==> src/rtl/regfile_ctrl_pkg.sv <==
`default_nettype none
// ============================================================================
//  Module      : regfile_pkg
//  Description : Shared widths, constants and types for the register file
//                controller and its interface.
//  Revision    : 1.0 - initial release
// ============================================================================
package regfile_pkg;

    localparam int XLEN   = 32;
    localparam int REG_AW = 5;
    localparam int NREGS  = 32;

    localparam logic [REG_AW-1:0] REG_ZERO = 5'd0;

    typedef logic [REG_AW-1:0] reg_idx_t;

endpackage : regfile_pkg
`default_nettype wire

==> src/rtl/regfile_ctrl_if.sv <==
`default_nettype none
// ============================================================================
//  Module      : regfile_ctrl_if
//  Description : Issue, writeback and register-file-port bundle of the
//                register file controller. The controller sits on the slave
//                modport; the surrounding pipeline drives the master side.
//  Revision    : 1.0 - initial release
// ============================================================================
interface regfile_ctrl_if
    import regfile_pkg::*;
#(
    parameter int N_SRC = 2
) ();

    // Issue side
    logic                    iss_valid_i;
    reg_idx_t                iss_rs1_i;
    reg_idx_t                iss_rs2_i;
    reg_idx_t                iss_rd_i;
    logic                    iss_ready_o;
    logic                    opd_valid_o;

    // Writeback sources, packed per source (source k at slice k)
    logic [N_SRC-1:0]        wb_valid_i;
    logic [REG_AW*N_SRC-1:0] wb_rd_i;
    logic [XLEN*N_SRC-1:0]   wb_data_i;
    logic [N_SRC-1:0]        wb_ready_o;

    // Register file ports
    reg_idx_t                reg_rd_r1_o;
    reg_idx_t                reg_rd_r2_o;
    reg_idx_t                reg_wr_reg_o;
    logic [XLEN-1:0]         reg_wr_data_o;
    logic                    ctrl_reg_we_o;

    // Status
    logic [NREGS-1:0]        busy_o;
    logic                    err_o;

    modport slave (
        input  iss_valid_i, iss_rs1_i, iss_rs2_i, iss_rd_i,
        output iss_ready_o, opd_valid_o,
        input  wb_valid_i, wb_rd_i, wb_data_i,
        output wb_ready_o,
        output reg_rd_r1_o, reg_rd_r2_o, reg_wr_reg_o, reg_wr_data_o, ctrl_reg_we_o,
        output busy_o, err_o
    );

    modport master (
        output iss_valid_i, iss_rs1_i, iss_rs2_i, iss_rd_i,
        input  iss_ready_o, opd_valid_o,
        output wb_valid_i, wb_rd_i, wb_data_i,
        input  wb_ready_o,
        input  reg_rd_r1_o, reg_rd_r2_o, reg_wr_reg_o, reg_wr_data_o, ctrl_reg_we_o,
        input  busy_o, err_o
    );

endinterface : regfile_ctrl_if
`default_nettype wire

==> src/rtl/regfile_ctrl_rr_arbiter.sv <==
`default_nettype none
// ============================================================================
//  Module      : rr_arbiter
//  Description : Combinational round-robin arbiter. Searches the request
//                vector starting at the index after i_ptr and returns a
//                one-hot grant (all zero when nothing is requested).
//  Revision    : 1.0 - initial release
// ============================================================================
module rr_arbiter #(
    parameter int N     = 2,
    parameter int PTR_W = 1
) (
    input  wire logic [N-1:0]     i_req,
    input  wire logic [PTR_W-1:0] i_ptr,
    output logic      [N-1:0]     o_gnt
);

    // First requester found walking circularly from i_ptr+1 wins
    always_comb begin : p_search
        logic             v_found;
        logic [PTR_W-1:0] v_idx;
        o_gnt   = '0;
        v_found = 1'b0;
        v_idx   = '0;
        for (int i = 1; i <= N; i++) begin
            v_idx = PTR_W'((int'(i_ptr) + i) % N);
            if (!v_found && i_req[v_idx]) begin
                o_gnt[v_idx] = 1'b1;
                v_found      = 1'b1;
            end
        end
    end

endmodule : rr_arbiter
`default_nettype wire

==> src/rtl/regfile_ctrl.sv <==
`default_nettype none
// ============================================================================
//  Module      : regfile_ctrl
//  Description : Sequencing/sharing controller for the 32x32 register file.
//                Owns the read addresses and the single write port, arbitrates
//                writeback sources round-robin, keeps a busy scoreboard and
//                stalls issue on RAW/WAW hazards. Issue accepts and writeback
//                grants are mutually exclusive, so the register file never
//                sees a read capture and a write in the same cycle.
//  Revision    : 1.0 - initial release
// ============================================================================
module regfile_ctrl
    import regfile_pkg::*;
#(
    parameter int N_SRC    = 2,
    parameter int MAX_WAIT = 4
) (
    input  wire logic      clk,
    input  wire logic      rst_n,
    regfile_ctrl_if.slave  bus
);

    localparam int               PTR_W      = (N_SRC > 1) ? $clog2(N_SRC) : 1;
    localparam logic [PTR_W-1:0] c_ptr_init = PTR_W'(N_SRC - 1);
    localparam logic [3:0]       c_wait_lim = 4'(MAX_WAIT);
    localparam logic [3:0]       c_wait_sat = 4'hF;

    logic [NREGS-1:0] r_busy;
    logic             r_err;
    logic             r_opd_valid;
    reg_idx_t         r_rd_r1;
    reg_idx_t         r_rd_r2;
    logic [PTR_W-1:0] r_ptr;
    logic [3:0]       r_wait;

    logic             w_stall;
    logic             w_any_wb;
    logic             w_yield;
    logic             w_iss_ready;
    logic             w_accept;
    logic [N_SRC-1:0] w_arb_gnt;
    logic [N_SRC-1:0] w_gnt;
    logic             w_grant;
    logic [PTR_W-1:0] w_gnt_idx;
    reg_idx_t         w_wr_reg;
    logic [XLEN-1:0]  w_wr_data;
    logic             w_we;

    // Hazard check: any operand or the destination still awaiting writeback
    assign w_stall = r_busy[bus.iss_rs1_i] | r_busy[bus.iss_rs2_i] | r_busy[bus.iss_rd_i];

    // A writeback that has waited long enough takes the cycle away from issue.
    // Gated by a live request so a withdrawn source cannot lock issue out.
    assign w_any_wb    = |bus.wb_valid_i;
    assign w_yield     = w_any_wb & (r_wait >= c_wait_lim);
    assign w_iss_ready = rst_n & ~w_stall & ~w_yield;
    assign w_accept    = bus.iss_valid_i & w_iss_ready;

    rr_arbiter #(
        .N     (N_SRC),
        .PTR_W (PTR_W)
    ) u_rr_arbiter (
        .i_req (bus.wb_valid_i),
        .i_ptr (r_ptr),
        .o_gnt (w_arb_gnt)
    );

    // Writeback only gets the port in cycles without an issue accept
    assign w_gnt   = (rst_n & ~w_accept) ? w_arb_gnt : '0;
    assign w_grant = |w_gnt;

    // Steer the granted source's fields onto the write port; zero when idle
    always_comb begin : p_wr_mux
        w_gnt_idx = '0;
        w_wr_reg  = REG_ZERO;
        w_wr_data = '0;
        for (int k = 0; k < N_SRC; k++) begin
            if (w_gnt[k]) begin
                w_gnt_idx = PTR_W'(k);
                w_wr_reg  = bus.wb_rd_i[k*REG_AW +: REG_AW];
                w_wr_data = bus.wb_data_i[k*XLEN +: XLEN];
            end
        end
    end

    // x0 writebacks retire the request but never touch the register file
    assign w_we = w_grant & (w_wr_reg != REG_ZERO);

    // Scoreboard: set on issue, clear on write; flag writes nobody was waiting on
    always_ff @(posedge clk or negedge rst_n) begin : p_scoreboard
        if (!rst_n) begin
            r_busy <= '0;
            r_err  <= 1'b0;
        end else begin
            if (w_accept && (bus.iss_rd_i != REG_ZERO)) begin
                r_busy[bus.iss_rd_i] <= 1'b1;
            end
            if (w_we) begin
                r_busy[w_wr_reg] <= 1'b0;
                if (!r_busy[w_wr_reg]) begin
                    r_err <= 1'b1;
                end
            end
        end
    end

    // Starvation counter: cycles with a pending writeback but no grant
    always_ff @(posedge clk or negedge rst_n) begin : p_wait
        if (!rst_n) begin
            r_wait <= '0;
        end else if (w_grant) begin
            r_wait <= '0;
        end else if (w_any_wb && (r_wait != c_wait_sat)) begin
            r_wait <= r_wait + 4'd1;
        end
    end

    // Round-robin pointer remembers the last granted source
    always_ff @(posedge clk or negedge rst_n) begin : p_ptr
        if (!rst_n) begin
            r_ptr <= c_ptr_init;
        end else if (w_grant) begin
            r_ptr <= w_gnt_idx;
        end
    end

    // Read addresses captured on accept and held; operands valid the next cycle
    always_ff @(posedge clk or negedge rst_n) begin : p_read_addr
        if (!rst_n) begin
            r_rd_r1     <= REG_ZERO;
            r_rd_r2     <= REG_ZERO;
            r_opd_valid <= 1'b0;
        end else begin
            r_opd_valid <= w_accept;
            if (w_accept) begin
                r_rd_r1 <= bus.iss_rs1_i;
                r_rd_r2 <= bus.iss_rs2_i;
            end
        end
    end

    assign bus.iss_ready_o   = w_iss_ready;
    assign bus.opd_valid_o   = r_opd_valid;
    assign bus.wb_ready_o    = w_gnt;
    assign bus.reg_rd_r1_o   = r_rd_r1;
    assign bus.reg_rd_r2_o   = r_rd_r2;
    assign bus.reg_wr_reg_o  = w_wr_reg;
    assign bus.reg_wr_data_o = w_wr_data;
    assign bus.ctrl_reg_we_o = w_we;
    assign bus.busy_o        = r_busy;
    assign bus.err_o         = r_err;

endmodule : regfile_ctrl
`default_nettype wire

==> src/flat_wrapper.sv <==
// flat-port wrapper written by rule: the top's interface ports become plain ports
module regfile_ctrl_flat import regfile_pkg::*;
#(
    parameter int N_SRC    = 2,
    parameter int MAX_WAIT = 4
)
  (clk, rst_n, bus_iss_valid_i, bus_iss_rs1_i, bus_iss_rs2_i, bus_iss_rd_i, bus_iss_ready_o, bus_opd_valid_o, bus_wb_valid_i, bus_wb_rd_i, bus_wb_data_i, bus_wb_ready_o, bus_reg_rd_r1_o, bus_reg_rd_r2_o, bus_reg_wr_reg_o, bus_reg_wr_data_o, bus_ctrl_reg_we_o, bus_busy_o, bus_err_o);
  regfile_ctrl_if #(.N_SRC(N_SRC)) bus_i ();
  input  wire logic clk;
  input  wire logic rst_n;
  input wire logic [$bits(bus_i.iss_valid_i)-1:0] bus_iss_valid_i;
  input wire logic [$bits(bus_i.iss_rs1_i)-1:0] bus_iss_rs1_i;
  input wire logic [$bits(bus_i.iss_rs2_i)-1:0] bus_iss_rs2_i;
  input wire logic [$bits(bus_i.iss_rd_i)-1:0] bus_iss_rd_i;
  output wire logic [$bits(bus_i.iss_ready_o)-1:0] bus_iss_ready_o;
  output wire logic [$bits(bus_i.opd_valid_o)-1:0] bus_opd_valid_o;
  input wire logic [$bits(bus_i.wb_valid_i)-1:0] bus_wb_valid_i;
  input wire logic [$bits(bus_i.wb_rd_i)-1:0] bus_wb_rd_i;
  input wire logic [$bits(bus_i.wb_data_i)-1:0] bus_wb_data_i;
  output wire logic [$bits(bus_i.wb_ready_o)-1:0] bus_wb_ready_o;
  output wire logic [$bits(bus_i.reg_rd_r1_o)-1:0] bus_reg_rd_r1_o;
  output wire logic [$bits(bus_i.reg_rd_r2_o)-1:0] bus_reg_rd_r2_o;
  output wire logic [$bits(bus_i.reg_wr_reg_o)-1:0] bus_reg_wr_reg_o;
  output wire logic [$bits(bus_i.reg_wr_data_o)-1:0] bus_reg_wr_data_o;
  output wire logic [$bits(bus_i.ctrl_reg_we_o)-1:0] bus_ctrl_reg_we_o;
  output wire logic [$bits(bus_i.busy_o)-1:0] bus_busy_o;
  output wire logic [$bits(bus_i.err_o)-1:0] bus_err_o;
  assign bus_i.iss_valid_i = bus_iss_valid_i;
  assign bus_i.iss_rs1_i = bus_iss_rs1_i;
  assign bus_i.iss_rs2_i = bus_iss_rs2_i;
  assign bus_i.iss_rd_i = bus_iss_rd_i;
  assign bus_iss_ready_o = bus_i.iss_ready_o;
  assign bus_opd_valid_o = bus_i.opd_valid_o;
  assign bus_i.wb_valid_i = bus_wb_valid_i;
  assign bus_i.wb_rd_i = bus_wb_rd_i;
  assign bus_i.wb_data_i = bus_wb_data_i;
  assign bus_wb_ready_o = bus_i.wb_ready_o;
  assign bus_reg_rd_r1_o = bus_i.reg_rd_r1_o;
  assign bus_reg_rd_r2_o = bus_i.reg_rd_r2_o;
  assign bus_reg_wr_reg_o = bus_i.reg_wr_reg_o;
  assign bus_reg_wr_data_o = bus_i.reg_wr_data_o;
  assign bus_ctrl_reg_we_o = bus_i.ctrl_reg_we_o;
  assign bus_busy_o = bus_i.busy_o;
  assign bus_err_o = bus_i.err_o;
  regfile_ctrl #(.N_SRC(N_SRC), .MAX_WAIT(MAX_WAIT)) u_core (.clk(clk), .rst_n(rst_n), .bus(bus_i));
endmodule
==> config.mk <==
export PLATFORM = sky130hd
export DESIGN_NAME = regfile_ctrl_flat
export DESIGN_NICKNAME = d
export VERILOG_FILES = /design/src/rtl/regfile_ctrl_pkg.sv /design/src/rtl/regfile_ctrl_if.sv /design/src/rtl/regfile_ctrl_rr_arbiter.sv /design/src/rtl/regfile_ctrl.sv /design/src/flat_wrapper.sv
export SDC_FILE = /design/constraint.sdc
export NUM_CORES = 1
export LEC_CHECK = 0
export ABC_AREA = 0
export CORE_MARGIN = 3
export CORE_UTILIZATION = 45
export DETAILED_ROUTE_END_ITERATION = 16
export GPL_TIMING_DRIVEN = 0
export PLACE_DENSITY = 0.87
export SLEW_MARGIN = 5
export SYNTH_ARGS = -nofsm -noshare
export SYNTH_HDL_FRONTEND = slang
export SYNTH_SLANG_ARGS = --single-unit
==> constraint.sdc <==
create_clock -name clk -period 7.7 [get_ports clk]
set_clock_uncertainty 0.05 [all_clocks]
set_input_delay 1.155 -clock clk [delete_from_list [all_inputs] [get_ports clk]]
set_output_delay 1.155 -clock clk [all_outputs]
set_load 0.05 [all_outputs]
[Word level (Yosys, flattened, before mapping)]
Cells that the tools add are included.
Word-level totals
  register bits: 49
Cells by class
  order comparisons: 11
  add/sub/neg operators: 3
  mux-type cells: 33
  equality and inequality tests: 1
  bitwise operators: 16
  reductions and logical operators: 14
Operator list (number)
  $mux 32: 4
  $and 32x32->32: 1
  $not 32->32: 1
  $or 32x32->32: 1
  $lt 5x6->1 const B: 4
  $bmux 1 s5: 4
  $mux 1: 14
  $demux 1 s5: 2
  $ge 5x1->1 const B: 2
  $mux 5: 2
  $reduce_bool 5->1: 2
  $mux 4: 2
  $logic_and 1x1->1: 7
  $and 1x1->1: 6
  $mux 2: 3
  $add 4x1->4 const B: 1
  $ge 4x3->1 const B: 1
  $lt 1x2->1 const B: 2
  $ne 4x4->1 const B: 1
  $not 1->1: 4
  $reduce_or 2->1: 2
  $add 1x1->1 const B: 2
  $demux 1 s1: 2
  $ge 1x1->1 const B: 2
  5 further kinds: 6

[Depth between registers and ports, before layout]
  depth in word-level cells: 20
  depth in mapped cells: 13

[By module]
From an unflattened synthesis, not the netlist that was laid out.
Unflattened totals
  cells, all modules: 418
  area total of the unflattened synthesis: 3898.7 um^2
Modules (own cells, without submodules)
  regfile_ctrl: area each 3880.0 um^2, cells an instance 415, instances 1
  rr_arbiter: area each 18.8 um^2, cells an instance 3, instances 1

[Worst setup path before layout]
Ideal clock, no wire load.
  path kind: input to output
  start point: input port bus_iss_rd_i[1]
  end point: output port bus_reg_wr_data_o[0]
  cell stages on the path: 11
  setup slack: 2.356 ns
  buffers on the path: 4
  arrival: 4.139 ns
  cells stage by stage: clkbuf_1 > mux2i_1 > o22ai_1 > o22a_1 > or4b_4 > or4_4 > buf_6 > and3_1 > clkbuf_1 > clkbuf_1 > a22o_1
On the way
  word-level cells in the longest chain between the ends: 12
Ends and longest elaborated chain
  start: declaration: line flat_wrapper.sv:14  | input wire logic [$bits(bus_i.iss_rd_i)-1:0] bus_iss_rd_i;
  $bmux 1 s5 *: line regfile_ctrl.sv:50  | assign w_stall = r_busy[bus.iss_rs1_i] | r_busy[bus.iss_rs2_i] | r_busy[bus.iss_rd_i];
  $mux 1 (not written as such) *: line regfile_ctrl.sv:50
  $or 1x1->1 *: line regfile_ctrl.sv:50
  $not 1->1 *: line regfile_ctrl.sv:56  | assign w_iss_ready = rst_n & ~w_stall & ~w_yield;
  $and 1x1->1 * (2 in a row): line regfile_ctrl.sv:56
  $and 1x1->1 *: line regfile_ctrl.sv:57  | assign w_accept = bus.iss_valid_i & w_iss_ready;
  $not 1->1 *: line regfile_ctrl.sv:69  | assign w_gnt = (rst_n & ~w_accept) ? w_arb_gnt : '0;
  $and 1x1->1 *: line regfile_ctrl.sv:69
  $mux 2 *: line regfile_ctrl.sv:69
  $mux 32: line regfile_ctrl.sv:78  | if (w_gnt[k]) begin
  $mux 32 *: line regfile_ctrl.sv:78
  end: declaration: line flat_wrapper.sv:24  | output wire logic [$bits(bus_i.reg_wr_data_o)-1:0] bus_reg_wr_data_o;
Every way passes the cells marked *; elsewhere a longest branch is shown, timed or not. The select of a mux whose other input is x is not followed.

[Final worst setup path]
  start point: input port bus_iss_rd_i[1]
  end point: output port bus_reg_wr_data_o[15]
The elaborated chain is that of the path after synthesis.

==> results.txt <==
----------------------------------------------------
[Synthesis]
  XOR/XNOR Fraction of Synth Area ... 0%
  Sequential share of the synthesized area ... 32.4%
  Flip-flop cell with the highest count after synthesis ... sky130_fd_sc_hd__dfrtp_1
  Share of async-settable or async-resettable flops after synthesis ... 100%
  Area share of and/or/nand/nor cells after synthesis ... 21.1%
  Main combinational cell family by area after synthesis ... compound AO/OA/AOI/OAI gates
  Synthesized-area fraction occupied by ao, oa, aoi and oai cells ... 26.6%
  Cell count after synthesis ... 427
  Warning count from the yosys run ... 0
  Mux cell area share after synthesis ... 15.7%
  Unique cell type count in the Yosys netlist ... 60
  Synthesized area divided by synthesized cell count ... 8.88 um2
  Count of flip-flops with a built-in enable after synthesis ... 0
  Post-synthesis adder-cell area fraction ... 0.330%
  Post-synthesis net count ... 522
  Netlist Area Pre-Place ... 3790 um2
  Synthesized flop and latch total ... 49

[Timing]
  Slew at the pin with the worst max-slew slack ... 1.29 ns
  Number of hold violations in the final report ... 0
  Fin Setup TNS ... 0 ns
  Max-Slew Margin vs Limit ... 13.3%
  PnR worst setup slack ... 0.954 ns
  Fmax ... 148 MHz
  Count of final max-slew check failures ... 0
  Tmin final ... 6.75 ns
  Final worst path period share ... 87.6%
  Unrepaired setup endpoints after global routing ... no
  Setup violation total in the final timing report ... 0

[Routing]
  Pre-Repair DR Iteration Count ... 5
  Detailed-route vias per instance ... 6.44
  Detailed-route wire length ... 15600 um
  Number of DRC markers in iteration 0 ... 537
  DR DRC count ... 0
  Average wire per standard cell ... 21.8 um
  Via Count ... 4595
  Count of nets left with antenna violations after detail routing ... 0

[Floorplan]
  Die W ... 97.8 um
  Die Height ... 97.8 um
  Core region area ... 7970 um2
  Die footprint ... 9560 um2
  Num ports ... 179
  Effective utilization at floorplan ... 47.6%
  Row count ... 32

[Final layout]
  Cell area after layout ... 5780 um2
  Synth-to-layout area growth ... 52.5%
  # diodes ... 0
  Leading cell type in the layout, fill and taps excluded ... sky130_fd_sc_hd__clkdlybuf4s50_1
  Net total in the final layout ... 706
  Fill cell count ... 640
  Layout cell share with drive strength beyond 1 ... 6.37%
  End-of-flow core utilization ... 72.6%
  Commonest cells after routing, fill and taps aside ... 175 x sky130_fd_sc_hd__clkdlybuf4s50_1, 59 x sky130_fd_sc_hd__nand2_1, 55 x sky130_fd_sc_hd__a21oi_1

[Global route]
  Via count of the first global-routing pass ... 4439
  Maximum number of pins on one net before global-route repair ... 42
  Antenna violations before repair ... 0
  Tot GR Track Use ... 31.7%
  Gr ovfl total ... 0
  Global-route wire length before repair ... 24200 um

[Clock network]
  Post-cts gate resize count ... 0
  Maximum level of the CTS H-tree ... 2
  Max clock buf depth ... 2
  Skew-Pair Late Insertion Delay ... 0.31 ns
  Clock sink total ... 49
  Number of hold buffers added after CTS ... 0
  Number of buffers added by the clock tree synthesis step ... 5
  Buffers inserted by post-CTS timing repair ... 0
  Root buffer cell ... sky130_fd_sc_hd__clkbuf_8
  Clock Pin Slew Worst Setup and Hold Paths ... 0.09 ns
  TritonCTS clock tree ... built

[Critical path]
  WS Path Type ... primary input to primary output
  Crit path launch type ... primary input
  Worst Setup End Kind ... primary output
  Crit path arrival time ... 5.54 ns
  Slowest library cell on the worst path ... sky130_fd_sc_hd__clkdlybuf4s50_1
  Worst Path Max Fanout ... 10
  Number of logic stages on the critical path including buffering ... 13
  Required time reported for the critical path endpoint ... 6.49 ns
  Longest individual stage delay on the worst path ... 0.72 ns
  Worst-case reg-to-reg path depth ... 10
  Count of buffer and inverter cells on the critical path ... 6
  Family of cells with the greatest summed delay on the critical path ... buffers and inverters
  Worst path cell trace ... clkbuf_1 -> clkbuf_1 -> mux2i_1 -> o22ai_1 -> o31ai_1 -> nand3_1 -> or4_4 -> buf_6 -> and3_1 -> clkbuf_1 -> clkbuf_1 -> a22o_1 -> clkdlybuf4s50_1
  Crit-path most repeated cell ... sky130_fd_sc_hd__clkbuf_1

[Place]
  Number of buffers inserted by port buffering ... 176
  Worst slack at placement ... 1.00 ns
  Final estimated routing congestion in global placement ... 0.941
  Final HPWL from detailed placement ... 12100 um
  Cell area after placement ... 5700 um2

[Job]
  Total of max-cap violations ... 0

[Hold path]
  Tightest Hold Check Type ... register to register
  Number of cells on the worst hold path ... 2

[Power]
  Worst ir drop on vdd ... 0.117 mV
  Ratio of total power to cell area ... 190 nW/um2
  Leakage Power ... 2.37 nW

[Run status]
  Status ... complete, no violations

----------------------------------------------------
worst register-to-register path, stage by stage (launching register included):
cell and delay [ns]:
sky130_fd_sc_hd__dfstp_2 0.56, sky130_fd_sc_hd__nand2b_1 0.10, sky130_fd_sc_hd__clkbuf_1 0.30, sky130_fd_sc_hd__a32o_1 0.22, sky130_fd_sc_hd__clkbuf_1 0.48, sky130_fd_sc_hd__mux4_2 0.63, sky130_fd_sc_hd__nand4b_1 0.13, sky130_fd_sc_hd__nand2_1 0.05
sky130_fd_sc_hd__or4_1 0.50, sky130_fd_sc_hd__a221o_1 0.31, sky130_fd_sc_hd__a221oi_2 0.28
cell usage after synthesis, drive strengths merged, types with 2 or more instances:
library cell | instances | area (um2)
a311oi | 3 | 26.3
mux2i | 31 | 310
and3b | 3 | 26.3
inv | 2 | 7.51
and3 | 5 | 31.3
buf | 7 | 50.1
a21o | 2 | 15.0
nor2b | 6 | 37.5
nand4 | 2 | 12.5
or3b | 3 | 26.3
a22oi | 4 | 30.0
a31oi | 3 | 18.8
a21oi | 55 | 275
a32o | 3 | 30.0
mux4 | 12 | 274
nand2b | 3 | 18.8
nand2 | 59 | 221
nand3 | 14 | 70.1
a21boi | 2 | 15.0
dfrtp | 48 | 1200
o211ai | 2 | 15.0
a2bb2oi | 8 | 70.1
nor3 | 11 | 55.1
nor2 | 25 | 93.8
a22o | 33 | 289
clkbuf | 24 | 90.1
or4 | 3 | 26.3
o221ai | 2 | 17.5
o31ai | 2 | 15.0
o21ai | 7 | 35.0
nand3b | 3 | 22.5
a32oi | 2 | 17.5
and2 | 3 | 18.8
o22ai | 3 | 18.8
nor3b | 11 | 92.6
nor4 | 2 | 12.5
through the flow:
stage / std cells / hold WS [ns] / power [mW]
floorplan: 427 / 0.437 / 0.704
global placement: 705 / 0.408 / 0.927
detailed placement: 706 / 0.412 / 0.940
CTS: 714 / 0.434 / 1.09
global route: 714 / 0.452 / 1.14
finish: 714 / 0.433 / 1.10
kinds of logic after synthesis:
group / after synthesis
mux: 44
simple gates: 157
flops: 49
fa+ha+maj: 1
compound gates: 143
buf+inv: 33
final timing paths:
path | end | slack [ns] | start
max | bus_reg_wr_data_o[15] | 0.95 | bus_iss_rd_i[1]
min | u_core.bus.reg_rd_r1_o[0]$_DFFE_PN0P_ | 0.43 | u_core.bus.reg_rd_r1_o[0]$_DFFE_PN0P_
min reg2reg | u_core.bus.reg_rd_r1_o[0]$_DFFE_PN0P_ | 0.43 | u_core.bus.reg_rd_r1_o[0]$_DFFE_PN0P_
max reg2reg | u_core.bus.err_o$_DFFE_PN0P_ | 4.00 | u_core.r_ptr$_DFFE_PN1N_
max in group asynchronous | u_core.r_ptr$_DFFE_PN1N_ | 6.33 | rst_n
min in group asynchronous | u_core.bus.busy_o[19]$_DFF_PN0_ | 0.68 | rst_n
metal layers:
layer  global-route usage (%)  share of wire (%)
met5                        0                  0
met4                     8.20                2.5
met3                     7.21                 11
met2                     50.4                 48
met1                     43.8                 39
power by group:
part           internal [mW]  switching [mW]
Combinational          0.222           0.363
Sequential             0.300          0.0592
Clock                 0.0642          0.0931
Total                  0.586           0.516
flip-flops by register name (all words and copies together) (netlist names):
register                flops
u_core.bus.err_o            1
u_core.bus.reg_rd_r1_o      5
u_core.r_ptr                1
u_core.bus.opd_valid_o      1
u_core.bus.reg_rd_r2_o      5
u_core.r_wait               4
u_core.bus.busy_o          32
final cells by class:
cell class	count	area [um2]	area share (%)
Timing Repair Buffer	177	1780	30.7
Clock buffer	6	72.6	1.25
Inverter	2	7.51	0.130
Sequential cell	49	1230	21.2
Multi-Input combinational cell	345	2420	41.8
Buffer	31	140	2.42
Tap cell	102	128	2.21
Clock inverter	2	15.0	0.260
No activity file was read; power rests on OpenSTA's default activity.
